`src/rtl/vga_sched_pkg.sv`:
```
// Shared screen limits, field widths, FSM encoding and rectangle record for the draw scheduler.
package vga_sched_pkg;

    localparam int unsigned SCREEN_W = 160;
    localparam int unsigned SCREEN_H = 120;
    localparam int unsigned N_REQ    = 3;
    localparam int unsigned X_W      = 8;
    localparam int unsigned Y_W      = 7;
    localparam int unsigned C_W      = 3;
    localparam int unsigned PX_W     = 9;
    localparam int unsigned PY_W     = 8;

    localparam logic [1:0] StIdle   = 2'd0;
    localparam logic [1:0] StSweep  = 2'd1;
    localparam logic [1:0] StFinish = 2'd2;

    typedef struct packed {
        logic [X_W-1:0] x;
        logic [Y_W-1:0] y;
        logic [X_W-1:0] w;
        logic [Y_W-1:0] h;
        logic [C_W-1:0] colour;
    } rect_t;

endpackage

```
`src/rtl/rect_sweeper.sv`:
```
// Raster walker over a latched rectangle: x/y offset counters, screen clipping and last-pixel flag.
module rect_sweeper
    import vga_sched_pkg::*;
(
    input  logic           clk_i,
    input  logic           rst_i,
    input  logic           load_i,
    input  logic           step_i,
    input  logic [X_W-1:0] x0_i,
    input  logic [Y_W-1:0] y0_i,
    input  logic [X_W-1:0] w_i,
    input  logic [Y_W-1:0] h_i,
    output logic [X_W-1:0] x_o,
    output logic [Y_W-1:0] y_o,
    output logic           visible_o,
    output logic           last_o
);

    logic [X_W-1:0]  cx_q, cx_d;
    logic [Y_W-1:0]  cy_q, cy_d;
    logic [PX_W-1:0] px;
    logic [PY_W-1:0] py;
    logic            row_end;

    assign row_end = (cx_q == w_i - X_W'(1));

    always_comb begin
        cx_d = cx_q;
        cy_d = cy_q;
        if (load_i) begin
            cx_d = '0;
            cy_d = '0;
        end else if (step_i) begin
            if (row_end) begin
                cx_d = '0;
                cy_d = cy_q + Y_W'(1);
            end else begin
                cx_d = cx_q + X_W'(1);
            end
        end
    end

    always_ff @(posedge clk_i) begin
        if (rst_i) begin
            cx_q <= '0;
            cy_q <= '0;
        end else begin
            cx_q <= cx_d;
            cy_q <= cy_d;
        end
    end

    // One extra bit so origin + offset never wraps back onto the screen.
    assign px        = {1'b0, x0_i} + {1'b0, cx_q};
    assign py        = {1'b0, y0_i} + {1'b0, cy_q};
    assign visible_o = (px < PX_W'(SCREEN_W)) && (py < PY_W'(SCREEN_H));
    assign x_o       = px[X_W-1:0];
    assign y_o       = py[Y_W-1:0];
    assign last_o    = row_end && (cy_q == h_i - Y_W'(1));

endmodule

```
`src/rtl/vga_draw_scheduler.sv`:
```
// Fixed-priority arbiter that latches one rectangle request and sweeps it into VGA pixel writes.
module vga_draw_scheduler
    import vga_sched_pkg::*;
(
    input  logic                   clock,
    input  logic                   reset,
    input  logic [N_REQ-1:0]       req,
    input  logic [N_REQ*X_W-1:0]   req_x,
    input  logic [N_REQ*Y_W-1:0]   req_y,
    input  logic [N_REQ*X_W-1:0]   req_w,
    input  logic [N_REQ*Y_W-1:0]   req_h,
    input  logic [N_REQ*C_W-1:0]   req_colour,
    output logic [N_REQ-1:0]       gnt,
    output logic [N_REQ-1:0]       done,
    output logic [X_W-1:0]         vga_x,
    output logic [Y_W-1:0]         vga_y,
    output logic [C_W-1:0]         vga_colour,
    output logic                   plot,
    output logic                   busy
);

    logic [1:0]       state_q, state_d;
    logic [N_REQ-1:0] owner_q, owner_d;
    rect_t            rect_q, rect_d;
    rect_t            sel_rect;
    logic [N_REQ-1:0] gnt_sel;
    logic             load;
    logic             sweeping;
    logic             visible;
    logic             last;
    logic [X_W-1:0]   sw_x;
    logic [Y_W-1:0]   sw_y;

    // Scan from the top index down so the lowest active requester wins.
    always_comb begin
        gnt_sel  = '0;
        sel_rect = '0;
        for (int i = N_REQ - 1; i >= 0; i--) begin
            if (req[i]) begin
                gnt_sel         = '0;
                gnt_sel[i]      = 1'b1;
                sel_rect.x      = req_x[X_W*i +: X_W];
                sel_rect.y      = req_y[Y_W*i +: Y_W];
                sel_rect.w      = req_w[X_W*i +: X_W];
                sel_rect.h      = req_h[Y_W*i +: Y_W];
                sel_rect.colour = req_colour[C_W*i +: C_W];
            end
        end
    end

    assign gnt = (state_q == StIdle && !reset) ? gnt_sel : '0;

    always_comb begin
        state_d = state_q;
        owner_d = owner_q;
        rect_d  = rect_q;
        load    = 1'b0;
        case (state_q)
            StIdle: begin
                if (|gnt) begin
                    owner_d = gnt_sel;
                    rect_d  = sel_rect;
                    load    = 1'b1;
                    state_d = (sel_rect.w == '0 || sel_rect.h == '0) ? StFinish : StSweep;
                end
            end
            StSweep: begin
                if (last) begin
                    state_d = StFinish;
                end
            end
            StFinish: state_d = StIdle;
            default:  state_d = StIdle;
        endcase
    end

    always_ff @(posedge clock) begin
        if (reset) begin
            state_q <= StIdle;
            owner_q <= '0;
            rect_q  <= '0;
        end else begin
            state_q <= state_d;
            owner_q <= owner_d;
            rect_q  <= rect_d;
        end
    end

    assign sweeping = (state_q == StSweep);

    rect_sweeper u_sweeper (
        .clk_i     (clock),
        .rst_i     (reset),
        .load_i    (load),
        .step_i    (sweeping),
        .x0_i      (rect_q.x),
        .y0_i      (rect_q.y),
        .w_i       (rect_q.w),
        .h_i       (rect_q.h),
        .x_o       (sw_x),
        .y_o       (sw_y),
        .visible_o (visible),
        .last_o    (last)
    );

    assign plot       = sweeping && visible;
    assign vga_x      = sweeping ? sw_x : '0;
    assign vga_y      = sweeping ? sw_y : '0;
    assign vga_colour = sweeping ? rect_q.colour : '0;
    assign done       = (state_q == StFinish) ? owner_q : '0;
    assign busy       = (state_q != StIdle);

endmodule

```
`config.mk`:
```
export PLATFORM = sky130hd
export DESIGN_NAME = vga_draw_scheduler
export DESIGN_NICKNAME = d
export VERILOG_FILES = /design/src/rtl/vga_sched_pkg.sv /design/src/rtl/rect_sweeper.sv /design/src/rtl/vga_draw_scheduler.sv
export SDC_FILE = /design/constraint.sdc
export NUM_CORES = 1
export LEC_CHECK = 0
export CAP_MARGIN = 20
export CORE_MARGIN = 2
export CORE_UTILIZATION = 47
export CTS_BUF_LIST = sky130_fd_sc_hd__clkbuf_4
export CTS_CLUSTER_SIZE = 10
export DETAILED_ROUTE_END_ITERATION = 12
export GPL_ROUTABILITY_DRIVEN = 0
export PLACE_DENSITY = 0.83
export RECOVER_POWER = 25
export SLEW_MARGIN = 10
export SYNTH_ARGS = -nofsm -noshare
export SYNTH_HDL_FRONTEND = slang
export SYNTH_SLANG_ARGS = --single-unit
```
`constraint.sdc`:
```
create_clock -name clock -period 2.9 [get_ports clock]
set_input_delay 0.58 -clock clock [delete_from_list [all_inputs] [get_ports clock]]
set_output_delay 0.58 -clock clock [all_outputs]
set_load 0.02 [all_outputs]
```
* Word-level counts from Yosys, hierarchy flattened
Cells that the tools add are included.
Word-level totals: memories kept 0, memory bits (writable) 0, bits in registers 53, latch bits 0, logic and storage cells 56, ROM bits 0
Cells by class: multiplexer cells 18, reduce and logical (&&, ||, !) cells 15, div/mod/pow operators 0, multiply operators 0, $add $sub $neg 6, bitwise gates (word level) 0, shift operators 0, order comparisons 2, equality and inequality tests 6
Operators with widths (number):
- 33-bit 2-to-1 mux | 3
- 3-bit 2-to-1 mux | 6
- 8-bit 2-to-1 mux | 2
- 8-bit by 8-bit adder with 9-bit output | 1
- 9-bit by 8-bit < comparator with 1-bit output (second input constant) | 1
- 7-bit by 7-bit adder with 8-bit output | 1
- 8-bit by 1-bit adder with 8-bit output (second input constant) | 1
- 8-bit == test | 1
- 8-bit zero test | 1
- 8-bit by 7-bit < comparator with 1-bit output (second input constant) | 1
- 8-bit by 1-bit subtractor with 8-bit output (second input constant) | 1
- 7-bit by 1-bit adder with 7-bit output (second input constant) | 1
- 7-bit == test | 1
- 7-bit zero test | 1
- 7-bit 2-to-1 mux | 1
- 7-bit by 1-bit subtractor with 7-bit output (second input constant) | 1
- 2-bit 2-to-1 mux | 3
- 2-bit AND reduction | 3
- 1-bit logical AND | 4
- 2-bit by 1-bit inequality test with 1-bit output (second input constant) | 2
- 2-bit case mux with 2 select lines | 1
- 3-bit OR reduction | 1
- 2-bit by 1-bit == test with 1-bit output (second input constant) | 1
- 2-bit == test (second input constant) | 1
- 6 further kinds | 7

* Logic depth before layout (Yosys ltp)
Gate-level depths: netlist of the first run.
depth in word-level cells 8, depth in mapped cells 9, mapped depth without buffers 9

* By module
Synthesis of the first run repeated with hierarchy kept, for this count alone.
Second synthesis, totals: cell total of the unflattened synthesis 518, area, all modules 4040.1 um^2
By module, submodules not included:
- vga_draw_scheduler | times used 1, cells an instance 297, area an instance 2264.7 um^2
- rect_sweeper | times used 1, cells an instance 221, area an instance 1775.5 um^2

* Worst setup path before layout of the first run
OpenSTA, ideal clock, no wires.
path type flip-flop to output port, start point register u_sweeper.cx_q[0], end point output port plot, path slack -0.120 ns, path buffers 0, cell stages (with the launch flop) 9, arrival 2.440 ns, cells stage by stage dfxtp_1 > ha_1 > fa_1 > a211oi_1 > o21bai_1 > a21oi_1 > nor3b_1 > a221oi_1 > a211oi_1
Between the ends: cells in the longest elaborated chain, start to end 4
Ends and longest elaborated chain:
- start: declaration | RTL line rect_sweeper.sv:19 | logic [X_W-1:0] cx_q, cx_d;
- start signal: assignment | RTL line rect_sweeper.sv:45 | cx_q <= '0;
- start signal: assignment | RTL line rect_sweeper.sv:48 | cx_q <= cx_d;
- 8-bit by 8-bit adder with 9-bit output | RTL line rect_sweeper.sv:54 | assign px = {1'b0, x0_i} + {1'b0, cx_q};
- 9-bit by 8-bit < comparator with 1-bit output | RTL line rect_sweeper.sv:56 | assign visible_o = (px < PX_W'(SCREEN_W)) && (py < PY_W'(SCREEN_H));
- 1-bit logical AND | RTL line rect_sweeper.sv:56
- 1-bit logical AND | RTL line vga_draw_scheduler.sv:106 | assign plot = sweeping && visible;
- end: declaration | RTL line vga_draw_scheduler.sv:18 | output logic plot,
Every way passes these cells.

* Final worst setup path of the first run
Ends and elaborated chain as after synthesis.

==> results.yml, run 1 <==
grt:
  grt_pass1_wl_um: 19200
  grt_usage_pct: 27.4
  grt_use_met1_pct: 34.7
  grt_pass1_vias: 4142
  antenna_found_initial: 0
  top_usage_layer: "met2"
  grtUsageMet2_pct: 47.5
  gr-usage-met3_pct: 4.35
  grt_overflow: 0
  grt_max_degree: 39
power_and_ir_drop:
  leakagePower_nw: 2.28
  internal_power_mw: 1.44
  clockPowerShare_pct: 23.8
  power.switching_mw: 0.661
  ir_worst_vdd_mv: 0.186
  combPwrFrac_pct: 36.2
  sw_frac_of_total_pct: 31.5
  p_per_area_nw_per_um2: 372
  seqPwrFrac_pct: 40.0
cells_and_area:
  syn_to_final_growth_pct: 51.0
  drive_gt1_share_pct: 15.3
  fill_cells: 580
  antenna_cells: 0
  fin_nets: 757
  utilization_pct: 73.0
  final_area_um2: 5640
yosys:
  seq_area_frac_synth_pct: 28.4
  syn_inst: 473
  synth_seq_cells: 53
  synth_area_um2: 3740
  synth_edf_count: 0
  yosys_warnings: 0
  synth.distinct_cells: 57
  async_reset_ff_share_pct: 0
  synth_nets: 598
  avgSynthCellArea_um2: 7.90
  synth_flop_cell: "dfxtp_1"
setup_path:
  worstPathRequired_ns: 2.32
  crit_path_max_incr_delay_ns: 0.38
  worstPathMaxFanout: 3
  end_kind: "output port"
  crit_chain: "ha_4, fa_2, a211oi_2, o21bai_1, a21oi_2, nor3b_1, a221oi_2, a211oi_2, buf_4"
  cp_common_cell: "a211oi_2"
  critPathKind: "flop to output port"
  critPathLaunchType: "flop"
  cp.arrival_ns: 2.55
  slowest_stage: "fa_2"
routing:
  viasPerCell: 5.82
  drt-total-wl_um: 12100
  dr.pass1.iters: 6
  ant_nets: 0
  post_drt_wl_per_cell_um: 16.5
  vias: 4278
  drtIter0Drc: 250
  drcViolationCount: 0
hold_path:
  hp-class: "flop to flop"
timing:
  hold_violations: 0
  fin_crit_ns: 3.13
  rsz0062_at_grt: "yes"
  post-route-period-util_pct: 108
  setup_ws_ns: -0.231
  maxClockFrequency_mhz: 319
  relSlewSlack_pct: 33.0
  fin_skew_ns: 0.00906
  drv_slew: 0
  worst_pin_slew_ns: 1.00
  setup_violations: 6
run_status:
  status: "complete, but fails checks"
  failed_checks: "setup timing"
place:
  place_worst_setup_slack_ns: -0.397
  detailed_place_hpwl_um: 9330
  port_buffers: 129
  dpl-instance-area_um2: 5410
clock_tree:
  path_clk_slew_ns: 0.15
  cts-root-buf: "clkbuf_4"
  clockBufferDepth: 2
  ctsHoldBuffers: 0
  cts_max_level: 2
  cts_buffers: 5
  clk_latency_ns: 0.37
  cts_sinks: 53
  cts_tree: "done"
floorplanning:
  rows: 32
  io_pins: 130
  dieArea_um2: 8680
  die_w_um: 93.2
  die_h_um: 93.2
  coreArea_um2: 7730
  start_util_pct: 48.3
flow_run:
  drv_cap: 0
==> final timing paths <==
kind                           from  depth (start not counted)          to  slack (ns)
setup / recovery  u_sweeper.cx_q[0]                          9        plot       -0.23
hold / removal           owner_q[2]                          1  owner_q[2]        0.47
setup reg to reg         rect_q[11]                          8  state_q[0]        0.17
hold reg to reg          owner_q[2]                          1  owner_q[2]        0.47
==> critical path: cells and delay by family, from the launching register on <==
family                     cells  cell delay (ns)
AOI/OAI and AO/OA              5             0.81
adders and majority gates      2             0.55
DFF                            1             0.37
and+or+nand+nor                1             0.28
buffers and inverters          1             0.17
==> layout by cell type, fill, tap and decap left out, types with 8 or more instances in the layout <==
cell type and instances:
clkdlybuf4s50_1 116, nor2_1 56, buf_4 50, dfxtp_1 48, a21oi_1 34, nand2_1 29
o21ai_0 26, nor3_1 18, ha_1 16, xnor2_1 15, mux2i_1 15, inv_1 14
a22oi_1 13, and2_1 12, xor2_1 12, a221o_1 11, a221oi_1 10, nand3_1 8
==> cell usage after synthesis, types with 5 or more instances <==
master | count | area share, %
a211oi_1 | 8 | 1.6
inv_1 | 15 | 1.5
xnor2_1 | 16 | 3.8
a221o_1 | 11 | 2.9
a21oi_1 | 35 | 4.7
nand2_1 | 29 | 2.9
nand3_1 | 8 | 1.1
clkbuf_1 | 25 | 2.5
nor2b_1 | 7 | 1.2
nor3_1 | 19 | 2.5
a221oi_1 | 11 | 2.6
nor2_1 | 56 | 5.6
dfxtp_1 | 53 | 28
nor3b_1 | 6 | 1.2
mux2i_1 | 15 | 4.0
o21ai_0 | 30 | 4.0
and2_1 | 12 | 2.0
ha_1 | 19 | 6.4
o21a_1 | 5 | 1.0
a21o_1 | 7 | 1.4
xor2_1 | 12 | 2.8
a22oi_1 | 13 | 2.6
==> area by class of cell <==
type                    instances  area (um^2)  area share [%]
multi-input cells             376         2650            47.0
repair buffers                181         1640            29.0
flip-flops and latches         53         1070            18.9
well taps                     102          128            2.26
clock inverters                 3         65.1            1.15
inverters                      15         56.3           0.998
clock buffers                   5         37.5           0.665
==> sequential cells by signal (all words and copies together), names as in the netlist <==
signal,cells
owner_q,3
u_sweeper.cx_q,8
u_sweeper.cy_q,7
state_q,2
rect_q,33
==> repair_timing <==
action | 4_1_cts | 5_1_grt
pin swaps | 12 | 11
endpoints found under the setup margin | 12 | 11
gates resized for setup | 53 | 18
buffers inserted | 2 | 2
cloned | 0 | 0
==> cells by family (layout without fill, tap and decap cells) <==
logic type | count (synthesis) | in the layout | share of synthesized area (%)
xor gates and xnor gates | 28 | 28 | 6.56
muxes | 15 | 15 | 4.02
and+or+nand+nor | 168 | 168 | 23.1
buffers and inverters | 44 | 204 | 4.45
adders and majority gates | 21 | 21 | 7.43
AOI/OAI and AO/OA | 144 | 144 | 26.1
DFF | 53 | 53 | 28.4
==> stage by stage <==
step | hold WS (ns) | power, mW | TNS [ns] | std cells
floorplan | 0.418 | 1.24 | 0 | 473
global placement | 0.426 | 1.57 | -0.481 | 722
detailed placement | 0.441 | 1.59 | -0.833 | 722
CTS | 0.476 | 2.09 | -0.247 | 732
global route | 0.500 | 2.20 | -1.83 | 735
finish | 0.468 | 2.10 | -0.421 | 735
==> layer usage <==
layer  vias up  part of all wire [%]
li1       2055                     -
met2       194                    49
met4         0                   2.8
met5         -                     0
met3        28                   7.4
met1      2001                    41
==> power groups by stage <==
stage | clock, mW | combinational (mW) | sequential [mW]
floorplan | 0 | 0.413 | 0.832
global placement | 0 | 0.725 | 0.841
detailed placement | 0 | 0.743 | 0.845
CTS | 0.504 | 0.752 | 0.834
global route | 0.532 | 0.825 | 0.843
finish | 0.499 | 0.760 | 0.838
Note: power is estimated with default switching activity, not from simulation.
==> run 2: changes to the inputs <==
--- a/config.mk
+++ b/config.mk
@@ -12,6 +12,7 @@
 export CTS_CLUSTER_SIZE = 10
 export DETAILED_ROUTE_END_ITERATION = 12
 export GPL_ROUTABILITY_DRIVEN = 0
+export GPL_TIMING_DRIVEN = 0
 export PLACE_DENSITY = 0.83
 export RECOVER_POWER = 25
 export SLEW_MARGIN = 10
==> run 2 against run 1 <==
  * The run still ends with setup timing left
  * Largest power group unchanged
  * Sequential cell count is the same
  * Critical endpoint unchanged
  * Design area shrank 3.3%
  * Maximum frequency shrank 2.4%
  * Via count shrank 2.8%
==> results.yml, run 2 (synthesized netlist as in run 1, its figures left out) <==
run_status:
  status: "complete, but fails checks"
  failed_checks: "setup timing"
clock_tree:
  cts_tree: "done"
  path_clk_slew_ns: 0.14
  cts_sinks: 53
  clockBufferDepth: 2
  cts_max_level: 2
  ctsHoldBuffers: 0
  cts_buffers: 5
  cts-root-buf: "clkbuf_4"
  clk_latency_ns: 0.36
power_and_ir_drop:
  ir_worst_vdd_mv: 0.202
  leakagePower_nw: 2.10
  p_per_area_nw_per_um2: 365
  p_total_mw: 1.99
grt:
  grtUsageMet2_pct: 47.6
  grt_pass1_vias: 4061
  top_usage_layer: "met2"
  grt_use_met1_pct: 34.5
  grt_usage_pct: 27.3
  grt_max_degree: 20
  grt_pass1_wl_um: 19000
  grt_overflow: 0
  gr-usage-met3_pct: 4.59
  antenna_found_initial: 0
floorplanning:
  dieArea_um2: 8680
  die_w_um: 93.2
  rows: 32
  coreArea_um2: 7730
  io_pins: 130
  die_h_um: 93.2
  start_util_pct: 48.3
place:
  detailed_place_hpwl_um: 9390
  placedCellCount: 702
  port_buffers: 127
cells_and_area:
  largest_registers: "rect_q (33), u_sweeper.cx_q (8), u_sweeper.cy_q (7)"
  final_cell_mix: "clkdlybuf4s50_1, nor2_1, dfxtp_1, a21oi_1, nand2_1"
  regMostFlops: "rect_q"
  fin_nets: 739
  utilization_pct: 70.6
  antenna_cells: 0
  fin_cells: 716
  largest_reg_flops: 33
  syn_to_final_growth_pct: 46.0
  final_common_cell: "clkdlybuf4s50_1"
  drive_gt1_share_pct: 11.6
routing:
  dr.pass1.iters: 4
  post_drt_wl_per_cell_um: 16.8
  viasPerCell: 5.81
  drcViolationCount: 0
  drt-total-wl_um: 12000
  ant_nets: 0
  vias: 4160
  drtIter0Drc: 180
setup_path:
  rr_worst_depth: 9
  worst-path-stages: 9
  critPathLaunchType: "flop"
  reg2reg_to: "state_q[0]"
  critPathLaunch: "u_sweeper.cx_q[0]"
  cp_common_cell: "a211oi_2"
  cp.arrival_ns: 2.63
  slowest_stage: "dfxtp_4"
  end_kind: "output port"
  path_buf_inv: 1
  rrSetupSlack_ns: 0.19
  worstPathRequired_ns: 2.32
  crit_family: "compound AO/OA/AOI/OAI gates"
  r2r-start: "rect_q[10]"
  crit_path_max_incr_delay_ns: 0.38
  crit_chain: "ha_4, fa_2, a211oi_2, o21bai_1, a21oi_2, nor3b_2, a221oi_2, a211oi_2, buf_4"
  critPathKind: "flop to output port"
  worstPathMaxFanout: 4
  setup.worst_path.end: "plot"
timing:
  hold_violations: 0
  setup_violations: 14
  drv_slew: 0
  post-route-period-util_pct: 111
  maxClockFrequency_mhz: 312
  fin_crit_ns: 3.21
  fin_skew_ns: 0.00386
  rsz0062_at_grt: "yes"
  tns_ns: -0.955
  worst_pin_slew_ns: 1.12
  setup_ws_ns: -0.309
  whs_ns: 0.462
  relSlewSlack_pct: 24.8
flow_run:
  drv_cap: 0
hold_path:
  hp-class: "flop to flop"
run 2: cell count changes in the layout (fill, tap and decap cells not counted), sizes merged:
| cell | change |
|---|---|
| buf | -38 |
| clkbuf | +20 |
| clkdlybuf4s50 | -3 |
| dlygate4sd3 | +2 |
| bufinv | -1 |
| clkdlybuf4s15 | +1 |
| dlygate4sd2 | +1 |
| dlymetal6s2s | -1 |
run 2: stage by stage:
step	instance area, um^2	setup slack, ns
detailed placement	5140	-0.931
finish	5460	-0.309
floorplan	3740	0.0542
global route	5460	-0.387
CTS	5360	-0.239
global placement	5140	-0.900
run 2: cell type report:
| class | count | area (um^2) |
|---|---|---|
| multi-input combinational | 376 | 2670 |
| fill | 608 | 2270 |
| timing repair buffer | 137 | 1330 |
| sequential | 53 | 1090 |
| tap | 102 | 128 |
| buffer | 26 | 116 |
| inverter | 15 | 56.3 |
| clock buffer | 5 | 37.5 |
| clock inverter | 2 | 35.0 |
run 2: worst min path at each step:
| stage | startpoint | endpoint | slack, ns | cells past startpoint |
|---|---|---|---|---|
| after floorplan | owner_q[2] | owner_q[2] | 0.42 | 1 |
| after global placement | owner_q[2] | owner_q[2] | 0.43 | 1 |
| after detailed placement | owner_q[2] | owner_q[2] | 0.43 | 1 |
| after CTS | owner_q[2] | owner_q[2] | 0.46 | 1 |
| after global routing | owner_q[2] | owner_q[2] | 0.50 | 1 |
| final | owner_q[2] | owner_q[2] | 0.46 | 1 |
run 2: routing by layer:
metal,vias to the layer above,wire length (um)
met5,-,0
met4,0,233
met3,19,586
met2,145,5900
met1,1969,5320
li1,2027,-
run 2: repair_timing:
item	CTS	global route
setup buffers	7	3
resized for setup	68	34
pin swaps	7	10
endpoints found under the setup margin	22	31
run 2: power breakdown:
part	leakage (nW)	total (mW)	internal (mW)	switching (mW)
Clock	0.0410	0.398	0.176	0.222
Combinational	1.62	0.751	0.376	0.374
Sequential	0.438	0.840	0.781	0.0591
==> run 3: changes to the inputs <==
--- a/config.mk
+++ b/config.mk
@@ -6,10 +6,10 @@
 export NUM_CORES = 1
 export LEC_CHECK = 0
 export CAP_MARGIN = 20
-export CORE_MARGIN = 2
+export CORE_MARGIN = 4
 export CORE_UTILIZATION = 47
 export CTS_BUF_LIST = sky130_fd_sc_hd__clkbuf_4
-export CTS_CLUSTER_SIZE = 10
+export CTS_CLUSTER_SIZE = 28
 export DETAILED_ROUTE_END_ITERATION = 12
 export GPL_ROUTABILITY_DRIVEN = 0
 export GPL_TIMING_DRIVEN = 0
==> run 3 against run 2 <==
  * The flow still finishes with violations (setup timing)
  * Via count grew 2.4%
  * Largest cell class unchanged
  * Power is 0.48% lower
  * Non-clock buffer count is 3 higher
  * Global-route usage is 1.8 points lower
  * Highest routed layer unchanged
  * Combinational power decreased by 2%
  * Design area decreased by 0.23%
  * Clock skew up 0.0036 ns
  * Critical endpoint is now gnt[1]
  * Core utilization fell by 0.16 points
  * Register-to-register slack got worse by 0.02 ns
==> results.yml, run 3 (synthesized netlist as in run 1, its figures left out) <==
run_status:
  status: "complete, but fails checks"
  failed_checks: "setup timing"
timing:
  whs_ns: 0.460
  hold_violations: 0
  setup_ws_ns: -0.247
  post-route-period-util_pct: 109
  rsz0062_at_grt: "yes"
  fin_skew_ns: 0.00750
  drv_slew: 0
  fin_crit_ns: 3.15
  relSlewSlack_pct: 48.4
  maxClockFrequency_mhz: 318
  worst_pin_slew_ns: 0.769
  setup_violations: 6
setup_path:
  crit_path_max_incr_delay_ns: 0.65
  cp_common_cell: "clkdlybuf4s50_1"
  worstPathRequired_ns: 2.32
  worstPathMaxFanout: 5
  end_kind: "output port"
  critPathLaunchType: "input pin"
  cp.arrival_ns: 2.57
  critPathKind: "input pin to output port"
  crit_chain: "clkdlybuf4s50_1, nor3_1, and2_1, clkdlybuf4s50_1"
  slowest_stage: "clkdlybuf4s50_1"
cells_and_area:
  drive_gt1_share_pct: 12.2
  fin_nets: 742
  fin_cells: 719
  final_common_cell: "clkdlybuf4s50_1"
  utilization_pct: 70.4
  regMostFlops: "rect_q"
  syn_to_final_growth_pct: 45.7
  fill_cells: 622
  largest_registers: "rect_q (33), u_sweeper.cx_q (8), u_sweeper.cy_q (7)"
  largest_reg_flops: 33
  final_cell_mix: "clkdlybuf4s50_1, nor2_1, dfxtp_1, a21oi_1, nand2_1"
  final_area_um2: 5440
  antenna_cells: 0
floorplanning:
  die_w_um: 97.2
  rows: 32
  coreArea_um2: 7730
  io_pins: 130
  start_util_pct: 48.3
  die_h_um: 97.2
  dieArea_um2: 9440
grt:
  grt_usage_pct: 25.4
  grt_max_degree: 20
  grt_overflow: 0
  antenna_found_initial: 0
  grt_pass1_vias: 4221
  grt_pass1_wl_um: 20100
power_and_ir_drop:
  p_per_area_nw_per_um2: 364
  leakagePower_nw: 2.15
  p_total_mw: 1.98
  ir_worst_vdd_mv: 0.184
hold_path:
  hp-class: "flop to flop"
clock_tree:
  cts_tree: "done"
  cts_sinks: 53
  cts_max_level: 2
  cts_buffers: 5
  path_clk_slew_ns: 0.13
  clk_latency_ns: 0.36
  clockBufferDepth: 2
  cts-root-buf: "clkbuf_4"
  ctsHoldBuffers: 0
routing:
  viasPerCell: 5.92
  post_drt_wl_per_cell_um: 17.3
  drt-total-wl_um: 12500
  ant_nets: 0
  dr.pass1.iters: 6
  drtIter0Drc: 270
  vias: 4260
  drcViolationCount: 0
place:
  placedCellCount: 702
  dpl-instance-area_um2: 5140
  detailed_place_hpwl_um: 9760
  port_buffers: 127
flow_run:
  drv_cap: 0
## run 3: changes by cell type in the layout (fill, tap and decap cells not counted), moves of 2 or more
cell	before	now
dlymetal6s2s_1	2	5
a211oi_2	3	5
buf_4	11	14
dfxtp_2	5	7
clkbuf_2	6	9
dfxtp_4	5	3
dlygate4sd2_1	3	1
## run 3: path summary, 6_finish.rpt
check	slack, ns	from	cells after the start	to
worst min-delay path	0.46	owner_q[2]	1	owner_q[2]
worst max register to register	0.17	rect_q[10]	9	state_q[0]
worst max-delay path	-0.25	reset	4	gnt[1]
worst min register to register	0.46	owner_q[2]	1	owner_q[2]
## run 3: stage by stage
step	worst slack, ns	setup TNS (ns)
floorplan	0.0542	0
global placement	-0.904	-8.41
detailed placement	-0.945	-10.79
CTS	-0.215	-0.250
global route	-0.397	-2.47
finish	-0.247	-0.971
## run 3: area by class of cell
class                   count  area [um^2]  share of cell area (%)
repair buffers            139         1340                    24.7
well taps                 102          128                    2.34
multi-input cells         376         2640                    48.4
plain buffers              27          125                    2.30
clock inverters             2         35.0                   0.644
clock buffers               5         37.5                   0.690
flip-flops and latches     53         1080                    19.9
inverters                  15         56.3                    1.03
## run 3: worst max-delay path: cells and delay by family
kind          cells  cell delay (ns)
buf+inv           2             1.11
simple gates      2             0.87
## run 3: repair_timing
action / in CTS / in global routing
setup buffers: 7 / 4
endpoints found under the setup margin: 22 / 23
resized for setup: 70 / 31
pin swaps: 10 / 6
## run 3: power by group
| part | switching, mW | total, mW | internal, mW |
|---|---|---|---|
| clock network | 0.222 | 0.398 | 0.176 |
| logic | 0.369 | 0.738 | 0.369 |
| registers | 0.0626 | 0.844 | 0.781 |
| total | 0.653 | 1.98 | 1.33 |
## run 3: metal layers
metal  vias to the layer above  GRT usage (%)  part of all wire [%]
li1                       2032              -                     -
met1                      1998           31.1                    41
met2                       206           44.2                    49
met3                        24           5.03                   7.7
met4                         0           9.18                   2.2
met5                         -              0                     0
